`src/rtl/servo_pkg.sv`:
```
// servo_pkg: shared constants, state encoding and small arithmetic helpers
// for the SG90 servo path (angle ramp stage and PWM driver users).
package servo_pkg;

  // Default timing and pulse-width limits for an SG90 on a 25 MHz clock.
  localparam int unsigned FRAME_TICKS = 32'd500000;
  localparam int unsigned MIN_US      = 32'd650;
  localparam int unsigned MAX_US      = 32'd2600;
  localparam int unsigned STEP_US     = 32'd10;
  localparam int unsigned SPAN_US     = MAX_US - MIN_US;
  localparam int unsigned DEG_MAX     = 32'd180;
  localparam int unsigned ANGLE_W     = 32'd8;

  // Dividend width of the angle conversion: DEG_MAX * SPAN_US fits in 19 bits.
  localparam int unsigned DIV_W       = 32'd19;

  // Ramp controller states.
  typedef enum logic [1:0] {
    IDLE = 2'd0,
    CONV = 2'd1,
    RAMP = 2'd2
  } servo_state_e;

  // Angles above the mechanical range are treated as full deflection.
  function automatic int unsigned clamp_deg(input int unsigned deg);
    int unsigned res;
    if (deg > DEG_MAX) begin
      res = DEG_MAX;
    end else begin
      res = deg;
    end
    return res;
  endfunction

  // One slew step from cur toward tgt, never moving past tgt.
  function automatic logic [31:0] step_toward(input logic [31:0] cur,
                                              input logic [31:0] tgt,
                                              input logic [31:0] step);
    logic [31:0] res;
    if (tgt > cur) begin
      if ((tgt - cur) > step) begin
        res = cur + step;
      end else begin
        res = tgt;
      end
    end else if (cur > tgt) begin
      if ((cur - tgt) > step) begin
        res = cur - step;
      end else begin
        res = tgt;
      end
    end else begin
      res = cur;
    end
    return res;
  endfunction

  // Saturate a pulse width into the legal servo window.
  function automatic logic [31:0] clamp_us(input logic [31:0] val,
                                           input logic [31:0] lo,
                                           input logic [31:0] hi);
    logic [31:0] res;
    if (val < lo) begin
      res = lo;
    end else if (val > hi) begin
      res = hi;
    end else begin
      res = val;
    end
    return res;
  endfunction

endpackage

```
`src/rtl/angle_to_us_div.sv`:
```
// angle_to_us_div: converts a clamped angle to a pulse width
//   us = MIN_US + floor(angle * SPAN_US / DEG_MAX)
// using a restoring divider that retires one quotient bit per cycle.
// start loads the operands; done is high in the cycle of the final
// iteration, with us already carrying the complete result.
module angle_to_us_div #(
  parameter int unsigned ANGLE_W = servo_pkg::ANGLE_W,
  parameter int unsigned MIN_US  = servo_pkg::MIN_US,
  parameter int unsigned SPAN_US = servo_pkg::SPAN_US
) (
  input  logic               CLK,
  input  logic               RST_N,
  input  logic               start,
  input  logic [ANGLE_W-1:0] angle,
  output logic               done,
  output logic [31:0]        us
);
  import servo_pkg::*;

  localparam logic [8:0] DIVISOR   = 9'(DEG_MAX);
  localparam logic [4:0] LAST_ITER = 5'(DIV_W - 32'd1);

  logic              active_r;
  logic [4:0]        cnt_r;
  logic [7:0]        rem_r;
  logic [DIV_W-1:0]  dvd_r;

  logic [DIV_W-1:0]  dividend_s;
  logic [8:0]        trial_s;
  logic [8:0]        diff_s;
  logic              qbit_s;
  logic [7:0]        rem_nxt_s;
  logic [DIV_W-1:0]  dvd_nxt_s;

  assign dividend_s = DIV_W'(clamp_deg(32'(angle)) * SPAN_US);

  // One restoring-division iteration on the current remainder/dividend.
  always_comb begin
    trial_s   = {rem_r, dvd_r[DIV_W-1]};
    diff_s    = trial_s - DIVISOR;
    qbit_s    = 1'b0;
    rem_nxt_s = trial_s[7:0];
    if (trial_s >= DIVISOR) begin
      qbit_s    = 1'b1;
      rem_nxt_s = diff_s[7:0];
    end else begin
      qbit_s    = 1'b0;
      rem_nxt_s = trial_s[7:0];
    end
    dvd_nxt_s = {dvd_r[DIV_W-2:0], qbit_s};
  end

  assign done = active_r && (cnt_r == LAST_ITER);
  assign us   = 32'(MIN_US) + 32'(dvd_nxt_s);

  // Operand load on start, then shift one quotient bit in per cycle.
  always_ff @(posedge CLK or negedge RST_N) begin
    if (!RST_N) begin
      active_r <= 1'b0;
      cnt_r    <= 5'd0;
      rem_r    <= 8'd0;
      dvd_r    <= '0;
    end else if (start) begin
      active_r <= 1'b1;
      cnt_r    <= 5'd0;
      rem_r    <= 8'd0;
      dvd_r    <= dividend_s;
    end else if (active_r) begin
      rem_r    <= rem_nxt_s;
      dvd_r    <= dvd_nxt_s;
      cnt_r    <= cnt_r + 5'd1;
      active_r <= !done;
    end else begin
      active_r <= 1'b0;
      cnt_r    <= cnt_r;
      rem_r    <= rem_r;
      dvd_r    <= dvd_r;
    end
  end

endmodule

```
`src/rtl/servo_angle_ramp.sv`:
```
// servo_angle_ramp: accepts angle commands over valid/ready, converts them
// to a target pulse width and slews pulse_us toward it by at most STEP_US
// per servo frame. pulse_us feeds the PWM stage's control input.
// Build option: define SERVO_RAMP_BYPASS_EN to jump pulse_us straight to the
// converted target (no slew limiting, RAMP never entered).
module servo_angle_ramp #(
  parameter int unsigned FRAME_TICKS = servo_pkg::FRAME_TICKS,
  parameter int unsigned MIN_US      = servo_pkg::MIN_US,
  parameter int unsigned MAX_US      = servo_pkg::MAX_US,
  parameter int unsigned STEP_US     = servo_pkg::STEP_US,
  parameter int unsigned ANGLE_W     = servo_pkg::ANGLE_W
) (
  input  logic               CLK,
  input  logic               RST_N,
  input  logic               cmd_valid,
  output logic               cmd_ready,
  input  logic [ANGLE_W-1:0] cmd_angle,
  output logic [31:0]        pulse_us,
  output logic               frame_tick,
  output logic               busy,
  output logic               at_target
);
  import servo_pkg::*;

  localparam int unsigned    SPAN_CFG = MAX_US - MIN_US;
  localparam logic [31:0]    MID_US   = 32'((MIN_US + MAX_US) / 32'd2);
  localparam logic [31:0]    LO_US    = 32'(MIN_US);
  localparam logic [31:0]    HI_US    = 32'(MAX_US);
  localparam logic [31:0]    STEP     = 32'(STEP_US);
  localparam int unsigned    CNT_W    = (FRAME_TICKS > 32'd1) ? $clog2(FRAME_TICKS) : 32'd1;
  localparam logic [CNT_W-1:0] CNT_LAST = CNT_W'(FRAME_TICKS - 32'd1);

  servo_state_e      state_r;
  servo_state_e      state_nxt_s;
  logic [CNT_W-1:0]  frame_cnt_r;
  logic [31:0]       target_r;
  logic [31:0]       target_nxt_s;
  logic [31:0]       pulse_nxt_s;
  logic [31:0]       step_s;
  logic              transfer_s;
  logic              div_start_s;
  logic              div_done_s;
  logic [31:0]       div_us_s;

  assign transfer_s = cmd_valid && cmd_ready;
  assign step_s     = step_toward(pulse_us, target_r, STEP);

  angle_to_us_div #(
    .ANGLE_W (ANGLE_W),
    .MIN_US  (MIN_US),
    .SPAN_US (SPAN_CFG)
  ) u_div (
    .CLK   (CLK),
    .RST_N (RST_N),
    .start (div_start_s),
    .angle (cmd_angle),
    .done  (div_done_s),
    .us    (div_us_s)
  );

  // Free-running frame counter; frame_tick marks the cycle after the wrap.
  always_ff @(posedge CLK or negedge RST_N) begin
    if (!RST_N) begin
      frame_cnt_r <= '0;
      frame_tick  <= 1'b0;
    end else if (frame_cnt_r == CNT_LAST) begin
      frame_cnt_r <= '0;
      frame_tick  <= 1'b1;
    end else begin
      frame_cnt_r <= frame_cnt_r + CNT_W'(1);
      frame_tick  <= 1'b0;
    end
  end

  // Next-state, next-pulse and next-target selection for the ramp FSM.
  always_comb begin
    state_nxt_s  = state_r;
    pulse_nxt_s  = pulse_us;
    target_nxt_s = target_r;
    div_start_s  = 1'b0;
    case (state_r)
      IDLE: begin
        if (transfer_s) begin
          state_nxt_s = CONV;
          div_start_s = 1'b1;
        end else begin
          state_nxt_s = IDLE;
        end
      end
      CONV: begin
        // Frame ticks are ignored while a conversion is in flight.
        if (div_done_s) begin
          target_nxt_s = clamp_us(div_us_s, LO_US, HI_US);
`ifdef SERVO_RAMP_BYPASS_EN
          pulse_nxt_s  = clamp_us(div_us_s, LO_US, HI_US);
          state_nxt_s  = IDLE;
`else
          if (clamp_us(div_us_s, LO_US, HI_US) == pulse_us) begin
            state_nxt_s = IDLE;
          end else begin
            state_nxt_s = RAMP;
          end
`endif
        end else begin
          state_nxt_s = CONV;
        end
      end
      RAMP: begin
        // A tick coinciding with a retarget still steps toward the old target.
        if (frame_tick) begin
          pulse_nxt_s = clamp_us(step_s, LO_US, HI_US);
        end else begin
          pulse_nxt_s = pulse_us;
        end
        if (transfer_s) begin
          state_nxt_s = CONV;
          div_start_s = 1'b1;
        end else if (pulse_nxt_s == target_r) begin
          state_nxt_s = IDLE;
        end else begin
          state_nxt_s = RAMP;
        end
      end
      default: begin
        state_nxt_s = IDLE;
      end
    endcase
  end

  // State, pulse/target registers and registered status outputs.
  always_ff @(posedge CLK or negedge RST_N) begin
    if (!RST_N) begin
      state_r   <= IDLE;
      pulse_us  <= MID_US;
      target_r  <= MID_US;
      cmd_ready <= 1'b1;
      busy      <= 1'b0;
      at_target <= 1'b1;
    end else begin
      state_r   <= state_nxt_s;
      pulse_us  <= pulse_nxt_s;
      target_r  <= target_nxt_s;
      cmd_ready <= (state_nxt_s != CONV);
      busy      <= (state_nxt_s != IDLE);
      at_target <= (state_nxt_s == IDLE) && (pulse_nxt_s == target_nxt_s);
    end
  end

endmodule
```
`config.mk`:
```
export PLATFORM = sky130hd
export DESIGN_NAME = servo_angle_ramp
export DESIGN_NICKNAME = d
export VERILOG_FILES = /design/src/rtl/servo_pkg.sv /design/src/rtl/angle_to_us_div.sv /design/src/rtl/servo_angle_ramp.sv
export SDC_FILE = /design/constraint.sdc
export NUM_CORES = 1
export LEC_CHECK = 0
export ABC_CLOCK_PERIOD_IN_PS = 13900
export CELL_PAD_IN_SITES_DETAIL_PLACEMENT = 1
export CELL_PAD_IN_SITES_GLOBAL_PLACEMENT = 2
export CORE_MARGIN = 2
export CORE_UTILIZATION = 40
export DETAILED_ROUTE_END_ITERATION = 8
export PLACE_DENSITY = 0.95
export SYNTH_ARGS = -nofsm -noshare
export SYNTH_HDL_FRONTEND = slang
export SYNTH_HIERARCHICAL = 1
export SYNTH_SLANG_ARGS = --single-unit
```
`constraint.sdc`:
```
create_clock -name CLK -period 13.9 [get_ports CLK]
set_input_delay 2.78 -clock CLK [delete_from_list [all_inputs] [get_ports CLK]]
set_output_delay 2.78 -clock CLK [all_outputs]
set_load 0.05 [all_outputs]
```
# == Word level (Yosys, flattened, before mapping) ==
# Cells that the tools add are included.
# classes
add_sub_neg,8
multipliers,1
n_div,0
n_lt_le_gt_ge,10
n_eq_ne,8
n_shift,0
mux,36
n_bitwise,0
n_reduce_logical,9
# ops
operator,n
two-way mux 32 bit,15
equality test 32 bit,3
"> comparator 32 x 12 -> 1 bit, second input constant",2
> comparator 32 bit,2
"> comparator 32 x 4 -> 1 bit, second input constant",2
"< comparator 32 x 10 -> 1 bit, second input constant",2
subtractor 32 bit,2
two-way mux 19 bit,3
"adder 32 x 4 -> 32 bit, second input constant",1
two-way mux 8 bit,4
"subtractor 32 x 4 -> 32 bit, second input constant",1
"adder 10 x 19 -> 20 bit, first input constant",1
"adder 19 x 1 -> 19 bit, second input constant",1
"equality test 19 bit, second input constant",1
"multiplier 8 x 10 -> 18 bit, second input constant",1
two-way mux 5 bit,2
">= comparator 9 x 8 -> 1 bit, second input constant",1
"> comparator 8 bit, second input constant",1
two-way mux 2 bit,4
"subtractor 8 bit, second input constant",1
two-way mux 1 bit,7
case mux 2 bit (3 select lines),1
"adder 5 x 1 -> 5 bit, second input constant",1
"equality test 5 bit, second input constant",1
8 further kinds,12
# totals
reg_bits,122
latchBits,0
mem_bits_rw,0
romBits,0
out_inout_bits,36
wordCells,84
n_memories,0

# == Longest topological paths before layout ==
# Gate-level depths: netlist of run 1.
# logic_depth
word_depth,16
ltp_mapped,27
depth_no_buf,24

# == By module ==
# Netlist of run 1, hierarchy kept.
# modules_own_cells
module,n_inst,cells_per_inst,area_per_inst_um2,seq_area_each_um2
servo_angle_ramp,1,1571,11468.5,2244.7
angle_to_us_div,1,427,3737.3,825.8

# == Worst setup path before layout of run 1 ==
# OpenSTA, ideal clock, no wires.
# synth_path
path_type,in2reg
start,in cmd_angle[0]
end,reg u_div.dvd_r[18]
t_arrival_ns,6.690
path_slack_ns,7.087
path_stages,16
cell_sequence,o21ai_0 > a21oi_1 > o21ai_0 > nand2b_1 > ha_1 > inv_1 > fa_1 > inv_1 > fa_1 > fa_1 > ha_1 > o21ai_0 > a211oi_1 > nor2_1 > o21a_1 > o221a_2
# synth_via
elab_chain_cells,4
# synth_rtl
item,line,text
start: declaration,servo_angle_ramp.sv:17,"input logic [ANGLE_W-1:0] cmd_angle,"
> comparator 8 bit,servo_pkg.sv:27,if (deg > DEG_MAX) begin
two-way mux 8 bit *,servo_pkg.sv:27,
multiplier 8 x 10 -> 18 bit *,angle_to_us_div.sv:35,assign dividend_s = DIV_W'(clamp_deg(32'(angle)) * SPAN_US);
two-way mux 19 bit *,angle_to_us_div.sv:63,end else if (start) begin
end signal: assignment,angle_to_us_div.sv:67,dvd_r <= dividend_s;
end signal: assignment,angle_to_us_div.sv:70,dvd_r <= dvd_nxt_s;
end signal: assignment,angle_to_us_div.sv:77,dvd_r <= dvd_r;
end: declaration,angle_to_us_div.sv:26,logic [DIV_W-1:0] dvd_r;
# Mark *: on every way between the ends. The rest lies on a longest branch, timed or not.
# A chain may end at the register's enable or synchronous reset.

# == Final worst setup path of run 1 ==
# layout_path
start,reg pulse_us[6]
end,reg at_target
# layout_via
elab_chain_cells,16
# layout_rtl
item,line,text
start: declaration,servo_angle_ramp.sv:18,"output logic [31:0] pulse_us,"
start signal: assignment,servo_angle_ramp.sv:141,pulse_us <= pulse_nxt_s;
subtractor 32 bit,servo_pkg.sv:47,if ((cur - tgt) > step) begin
> comparator 32 x 4 -> 1 bit,servo_pkg.sv:47,
two-way mux 32 bit,servo_pkg.sv:47,
two-way mux 32 bit,servo_pkg.sv:46,end else if (cur > tgt) begin
two-way mux 32 bit,servo_pkg.sv:40,if (tgt > cur) begin
> comparator 32 x 12 -> 1 bit,servo_pkg.sv:65,end else if (val > hi) begin
two-way mux 32 bit,servo_pkg.sv:65,
two-way mux 32 bit,servo_pkg.sv:63,if (val < lo) begin
two-way mux 32 bit,servo_angle_ramp.sv:110,if (frame_tick) begin
two-way mux 32 bit,servo_angle_ramp.sv:81,case (state_r)
equality test 32 bit,servo_angle_ramp.sv:118,end else if (pulse_nxt_s == target_r) begin
two-way mux 2 bit,servo_angle_ramp.sv:118,
two-way mux 2 bit,servo_angle_ramp.sv:115,if (transfer_s) begin
case mux 2 bit (3 select lines) *,servo_angle_ramp.sv:81,
via state_nxt_s[1],servo_angle_ramp.sv:34,servo_state_e state_nxt_s;
logical NOT 2 bit *,servo_angle_ramp.sv:145,at_target <= (state_nxt_s == IDLE) && (pulse_nxt_s == target_nxt_s);
logical AND 1 bit *,servo_angle_ramp.sv:145,
end signal: assignment,servo_angle_ramp.sv:145,
end: declaration,servo_angle_ramp.sv:21,output logic at_target
# Mark *: on every way through the listed nets, which the timed path passes. The rest lies on a longest branch. The select of a mux whose other input is x is not followed.

==> qor.yml, run 1 <==
logic_synthesis:
  syn_area_per_cell_um2: 7.61
  synthAdderAreaFrac_pct: 12.4
  synth-seq-area-share_pct: 20.2
  synth_ff_type: "dfrtp_1"
  yosysUniqueCellTypes: 105
  synthCells: 1998
  synth_most_common_cell: "nor2_1"
  synth-edff-count: 0
  synth.area.top_cells: "dfrtp_1, ha_1, xnor2_1"
  yosys.area.top_type_share_pct: 17.8
  synth_simple_gate_area_share_pct: 23.0
  synthXorXnorAreaFrac_pct: 8.58
  synth_area_leader_cell: "dfrtp_1"
  synth_mux_area_share_pct: 2.30
  ys_async_sr_fraction_pct: 100
  ys_warn_count: 6
  synth_top_family_by_area: "compound AO/OA/AOI/OAI gates"
  yosys-top-cells-count: "nor2_1, nand2_1, inv_1, a21oi_1, o21ai_0"
  synth_compound_area_share_pct: 25.8
  ys_seq_elements: 122
  syn_area_um2: 15200
setup_path:
  cp_top_family: "compound AO/OA/AOI/OAI gates"
  crit_path_end_kind: "flip-flop"
  critPathLaunchType: "flip-flop"
  slowest_stage: "or4_1"
  worst-endpoint-arrival_ns: 8.52
  cp_cell_sequence: "clkinv_1 -> ha_1 -> a21oi_1 -> o21ai_0 -> a21o_1 -> a221oi_2 -> o311ai_0 -> o41ai_1 -> or4_1 -> nor3_4 -> o211ai_1 -> a22oi_1 -> a21boi_1 -> o21bai_2 -> a21oi_2 -> or4_1 -> and3_4 -> nor4_4 -> o2bb2ai_2 -> nor4_2"
  cp_max_fo: 16
  critPathRequiredTime_ns: 14.25
  path_buf_inv: 1
  cp_common_cell: "or4_1"
  crit_type: "flip-flop to flip-flop"
  slowest_delay_ns: 0.83
clock_network:
  cts_root_buffer: "clkbuf_16"
  cts.reportedPaths.clkPinSlew_ns: 0.06
  cts_buffers: 17
  cts_setup_buffers: 0
  hold_buffers: 0
  cts_tree: "yes"
  htreeDepth: 4
  insertion_delay_ns: 0.45
  cts_resized: 0
  cts_buffer_depth: 2
  cts_sinks: 122
layout:
  n_fill_cell: 4616
  nNetsFinal: 2124
  drive_gt1_share_pct: 5.83
  area_growth_pct: 9.01
  antenna_cells: 0
  final_core_util_pct: 44.1
drt:
  vias: 16400
  wl_mm: 63.8
  ant_nets: 0
  vias_per_cell: 6.54
  route.detailed.drc: 0
  firstDrtPassIters: 5
  wl_per_cell_um: 25.5
  drt_iter0_drc: 1624
die:
  core.rowCount: 71
  die_h_um: 199
  dieArea_um2: 39600
  start_util_pct: 40.5
  coreArea_um2: 37600
  die_w_um: 199
  num_io_pins: 47
pwr:
  ir_worst_vdd_uv: 99.4
  p_int_mw: 1.21
  seq_power_share_pct: 22.2
  p_clk_share_pct: 22.4
  pwr_density_cell_nw_per_um2: 139
  p_switching_mw: 1.09
  power_switching_share_pct: 47.3
  p_comb_share_pct: 55.4
  p_leak_nw: 7.21
run_status:
  outcome: "finished, final reports clean"
place:
  portBuffers: 46
  dp_hpwl_mm: 48.9
  gp_congestion: 1.02
job:
  drv_cap: 0
sta:
  skew_ns: 0.0153
  setup_viol: 0
  relSlewSlack_pct: 15.0
  worstMarginPinSlew_ns: 1.26
  hold_viol: 0
  timing.final.crit_period_ns: 8.17
  timing.fmax_ghz: 0.122
  drv_slew: 0
  post-route-period-util_pct: 58.8
  rsz0062_at_grt: "false"
  setup_tns_ns: 0
global_routing:
  grt_pass1_vias: 16600
  gr-total-overflow: 0
  antenna_found_initial: 0
  grt_max_degree: 64
  grt_first_pass_wirelength_mm: 98.3
  grt_usage_pct: 32.5
hold_path:
  hold_path.class: "flip-flop to flip-flop"
==> layer usage <==
metal / wire (um) / share of wire [%] / global-route usage (%)
met1: 25900 / 41 / 41.2
met4: 3420 / 5.4 / 16.7
met2: 29500 / 46 / 53.3
met5: 0 / 0 / 0
met3: 4970 / 7.8 / 5.54
==> power by group through the flow <==
stage               Sequential (mW)  Combinational, mW  Clock [mW]
finish                        0.510               1.27       0.515
global route                  0.519               1.40       0.534
CTS                           0.510               1.25       0.520
detailed placement            0.513               1.24           0
global placement              0.509               1.20           0
floorplan                     0.485              0.936           0
==> state kept, by name, summed over array words and instances (netlist names) <==
register / flops
pulse_us: 32
target_r: 32
frame_cnt_r: 19
u_div/dvd_r: 19
u_div/rem_r: 8
u_div/cnt_r: 5
state_r: 2
at_target: 1
busy: 1
cmd_ready: 1
frame_tick: 1
u_div/active_r: 1
==> worst reg2reg max path, cell delays in order (launching register included) <==
cell       delay, ns
dfstp_2         0.76
clkinv_1        0.43
ha_1            0.73
a21oi_1         0.15
o21ai_0         0.62
a21o_1          0.23
a221oi_2        0.13
o311ai_0        0.37
o41ai_1         0.28
or4_1           0.83
nor3_4          0.60
o211ai_1        0.18
a22oi_1         0.61
a21boi_1        0.20
o21bai_2        0.27
a21oi_2         0.23
or4_1           0.56
and3_4          0.19
nor4_4          0.32
o2bb2ai_2       0.12
nor4_2          0.26
==> final cells by class <==
type	count	area, um2	share of cell area [%]
Multi-Input combinational cell	1614	11000	66.5
Clock inverter	15	236	1.43
Timing Repair Buffer	63	586	3.53
Clock buffer	17	425	2.57
Tap cell	511	639	3.86
Inverter	159	597	3.60
Sequential cell	122	3070	18.5
==> stage by stage <==
step / instance area, um2 / hold slack [ns] / setup slack (ns) / instances / total power [mW]
global route: 16600 / 0.500 / 5.25 / 2501 / 2.45
global placement: 15900 / 0.445 / 6.10 / 2469 / 1.71
CTS: 16600 / 0.467 / 5.92 / 2501 / 2.28
finish: 16600 / 0.466 / 5.73 / 2501 / 2.30
floorplan: 15200 / 0.432 / 7.09 / 2009 / 1.42
detailed placement: 15900 / 0.459 / 5.98 / 2469 / 1.75
==> cells by family after synthesis <==
kind of cell	after synthesis
compound gates	586
other cells	1
flops	122
buf+inv	273
mux	34
simple gates	696
fa+ha+maj	137
xor+xnor	149
==> placed cells by master (no fill, tap or decap), types with 17 or more instances in the layout <==
cell,count
nor2_1,183
nand2_1,161
inv_1,151
a21oi_1,142
o21ai_0,125
ha_1,112
dfrtp_1,108
xnor2_1,90
nor3_1,63
nand3_1,59
xor2_1,59
nand4_1,51
clkdlybuf4s50_1,45
nor4_1,43
a211oi_1,32
mux2i_1,27
o21a_1,24
a21o_1,24
fa_1,24
a31oi_1,23
or3_1,19
nand2b_1,19
nor2b_1,18
o22ai_1,18
buf_4,18
clkbuf_16,17
==> worst paths after layout <==
| path | startpoint | endpoint | slack (ns) | cells past startpoint |
|---|---|---|---|---|
| max in group asynchronous | RST_N | target_r[14] | 10.07 | 2 |
| min in group asynchronous | RST_N | u_div/rem_r[1] | 2.43 | 1 |
| worst min register to register | frame_cnt_r[0] | frame_cnt_r[0] | 0.47 | 1 |
| worst max register to register | pulse_us[6] | at_target | 5.73 | 20 |
| worst max-delay path | pulse_us[6] | at_target | 5.73 | 20 |
| worst min-delay path | frame_cnt_r[0] | frame_cnt_r[0] | 0.47 | 1 |
Note: power is estimated with default switching activity, not from simulation.
==> inputs of run 2 (changes only) <==
--- a/config.mk
+++ b/config.mk
@@ -5,13 +5,13 @@
 export SDC_FILE = /design/constraint.sdc
 export NUM_CORES = 1
 export LEC_CHECK = 0
-export ABC_CLOCK_PERIOD_IN_PS = 13900
+export ABC_CLOCK_PERIOD_IN_PS = 6850
 export CELL_PAD_IN_SITES_DETAIL_PLACEMENT = 1
 export CELL_PAD_IN_SITES_GLOBAL_PLACEMENT = 2
 export CORE_MARGIN = 2
-export CORE_UTILIZATION = 40
+export CORE_UTILIZATION = 35
 export DETAILED_ROUTE_END_ITERATION = 8
-export PLACE_DENSITY = 0.95
+export PLACE_DENSITY = 0.89
 export SYNTH_ARGS = -nofsm -noshare
 export SYNTH_HDL_FRONTEND = slang
 export SYNTH_HIERARCHICAL = 1
==> constraint.sdc (replaced) <==
create_clock -name CLK -period 6.85 [get_ports CLK]
set_input_delay 1.37 -clock CLK [delete_from_list [all_inputs] [get_ports CLK]]
set_output_delay 1.37 -clock CLK [all_outputs]
set_load 0.05 [all_outputs]
==> run 2 against run 1 <==
Hold slack worse by 0.0023 ns. Flip-flop and latch count unchanged. Clock-buffer cell count up 1. Critical path depth up 2. Core utilization down 3.3 points. Register-to-register slack worse by 5.5 ns. Highest routed layer unchanged.
==> qor.yml, run 2 (synthesized netlist as in run 1, its figures left out) <==
run_status:
  outcome: "finished, final reports clean"  # unchanged
setup_path:
  crit_type: "flip-flop to flip-flop"  # unchanged
  cp_max_fo: 10  # was 16
  worst-endpoint-arrival_ns: 6.98  # was 8.52 ns
  critPathRequiredTime_ns: 7.21  # was 14.25 ns
  crit_path_end_kind: "flip-flop"  # unchanged
  critPathLaunchType: "flip-flop"  # unchanged
sta:
  setup_tns_ns: 0  # unchanged
  setup_viol: 0  # unchanged
  timing.final.crit_period_ns: 6.62  # was 8.17 ns
  post-route-period-util_pct: 96.7  # was 58.8%
  worstMarginPinSlew_ns: 0.940  # was 1.26 ns
  relSlewSlack_pct: 36.8  # was 15.0%
  setup_ws_ns: 0.225  # was 5.73 ns
  hold_viol: 0  # unchanged
  timing.fmax_ghz: 0.151  # was 0.122 GHz
  skew_ns: 0.0125  # was 0.0153 ns
  drv_slew: 0  # unchanged
clock_network:
  cts_tree: "yes"  # unchanged
  insertion_delay_ns: 0.45  # about the same
  cts_buffers: 17  # unchanged
  cts_buffer_depth: 2  # unchanged
  hold_buffers: 0  # unchanged
  cts_root_buffer: "clkbuf_16"  # unchanged
  cts_sinks: 122  # unchanged
  cts.reportedPaths.clkPinSlew_ns: 0.06  # about the same
  htreeDepth: 4  # unchanged
global_routing:
  grt_usage_pct: 29.2  # was 32.5%
  gr-total-overflow: 0  # unchanged
  grt_pass1_vias: 17300  # was 16600
  antenna_found_initial: 1  # was 0
  grt_max_degree: 63  # was 64
  grt_first_pass_wirelength_mm: 101  # was 98.3 mm
place:
  detailedPlace.worstSlack_ns: -0.241  # was 5.98 ns
  post_dp_cell_area_um2: 16800  # was 15900 um2
  portBuffers: 46  # unchanged
  gp_congestion: 1.02  # about the same
  dp_hpwl_mm: 52.0  # was 48.9 mm
  placed_cells: 2650  # was 2469
pwr:
  power_mw: 4.74  # was 2.30 mW
  ir_worst_vdd_uv: 161  # was 99.4 uV
  p_leak_nw: 7.75  # was 7.21 nW
  pwr_density_cell_nw_per_um2: 270  # was 139 nW/um2
layout:
  n_fill_cell: 5291  # was 4616
  design_area_um2: 17600  # was 16600 um2
  drive_gt1_share_pct: 11.7  # was 5.83%
  nNetsFinal: 2233  # was 2124
  layout_common_cells: "nor2_1, nand2_1, inv_1"  # unchanged
  antenna_cells: 0  # unchanged
  top_regs: "pulse_us (32), target_r (32)"  # unchanged
  layout_commonest_cell: "nor2_1"  # unchanged
  area_growth_pct: 15.5  # was 9.01%
  instances_no_fill: 2684  # was 2501
die:
  dieArea_um2: 45100  # was 39600 um2
  core.rowCount: 76  # was 71
  num_io_pins: 47  # unchanged
  die_h_um: 212  # was 199 um
  start_util_pct: 35.4  # was 40.5%
  die_w_um: 212  # was 199 um
  coreArea_um2: 43000  # was 37600 um2
drt:
  drt_iter0_drc: 1412  # was 1624
  route.detailed.drc: 0  # unchanged
  vias_per_cell: 6.10  # was 6.54
  firstDrtPassIters: 5  # unchanged
  vias: 16400  # about the same
  wl_mm: 65.4  # was 63.8 mm
  ant_nets: 0  # unchanged
  wl_per_cell_um: 24.4  # was 25.5 um
hold_path:
  hold_path.class: "flip-flop to flip-flop"  # unchanged
job:
  drv_cap: 0  # unchanged
run 2: what timing repair did:
item	4_1_cts	5_1_grt
pin swaps	0	1
gates resized for setup	3	23
buffers inserted	0	2
setup endpoints to repair	3	5
run 2: final cells by class:
cell class | instances | area (um2) | share of cell area [%]
clock buffers | 18 | 439 | 2.50
clock inverters | 14 | 186 | 1.06
inverters | 159 | 597 | 3.40
multi-input cells | 1614 | 11100 | 63.4
flip-flops and latches | 122 | 3070 | 17.5
well taps | 585 | 732 | 4.17
repair buffers | 172 | 1410 | 8.02
run 2: path summary, 6_finish.rpt:
path,startpoint,to,slack (ns),cells after the start
worst min register to register,frame_cnt_r[0],frame_cnt_r[0],0.46,1
worst min-delay path,frame_cnt_r[0],frame_cnt_r[0],0.46,1
worst max register to register,pulse_us[24],at_target,0.23,22
worst max-delay path,pulse_us[24],at_target,0.23,22
min in group asynchronous,RST_N,frame_cnt_r[10],0.90,1
max in group asynchronous,RST_N,target_r[2],4.67,2
run 2: power by group:
group / total (mW) / leakage, nW / switching, mW / internal, mW
logic: 2.73 / 5.88 / 1.66 / 1.07
clock network: 0.987 / 0.300 / 0.396 / 0.591
registers: 1.02 / 1.56 / 0.173 / 0.850
run 2: metrics by stage:
stage          util (%)  hold WS [ns]
2_1_floorplan         -         0.432
3_3_place_gp       39.1         0.442
3_5_place_dp       39.1         0.464
4_1_cts            40.6         0.472
5_1_grt            40.9         0.497
6_report           40.9         0.464
run 2: critical path, cell delays in order, from the launching register on:
cell and delay [ns]:
dfrtp_2 0.51, inv_1 0.18, ha_1 0.51, a21oi_1 0.30, o21ai_0 0.16, a21oi_1 0.22
o2111ai_1 0.17, nor4_1 0.44, nand4_1 0.27, or4_4 0.71, nor4_4 0.39, o32ai_1 0.25
a31o_2 0.30, or3b_1 0.42, o21bai_1 0.21, buf_4 0.15, nor3_2 0.15, buf_4 0.19
nor4b_1 0.06, a41o_1 0.26, nor4_4 0.27, o2bb2ai_2 0.13, nor4_2 0.26
run 2: metal layers:
layer	GRT usage [%]	up-vias	share of wire, %
met2	49.4	612	48
met4	13.6	0	4.4
met5	0	-	0
met1	36.6	8200	42
li1	-	7392	-
met3	4.33	164	6.2
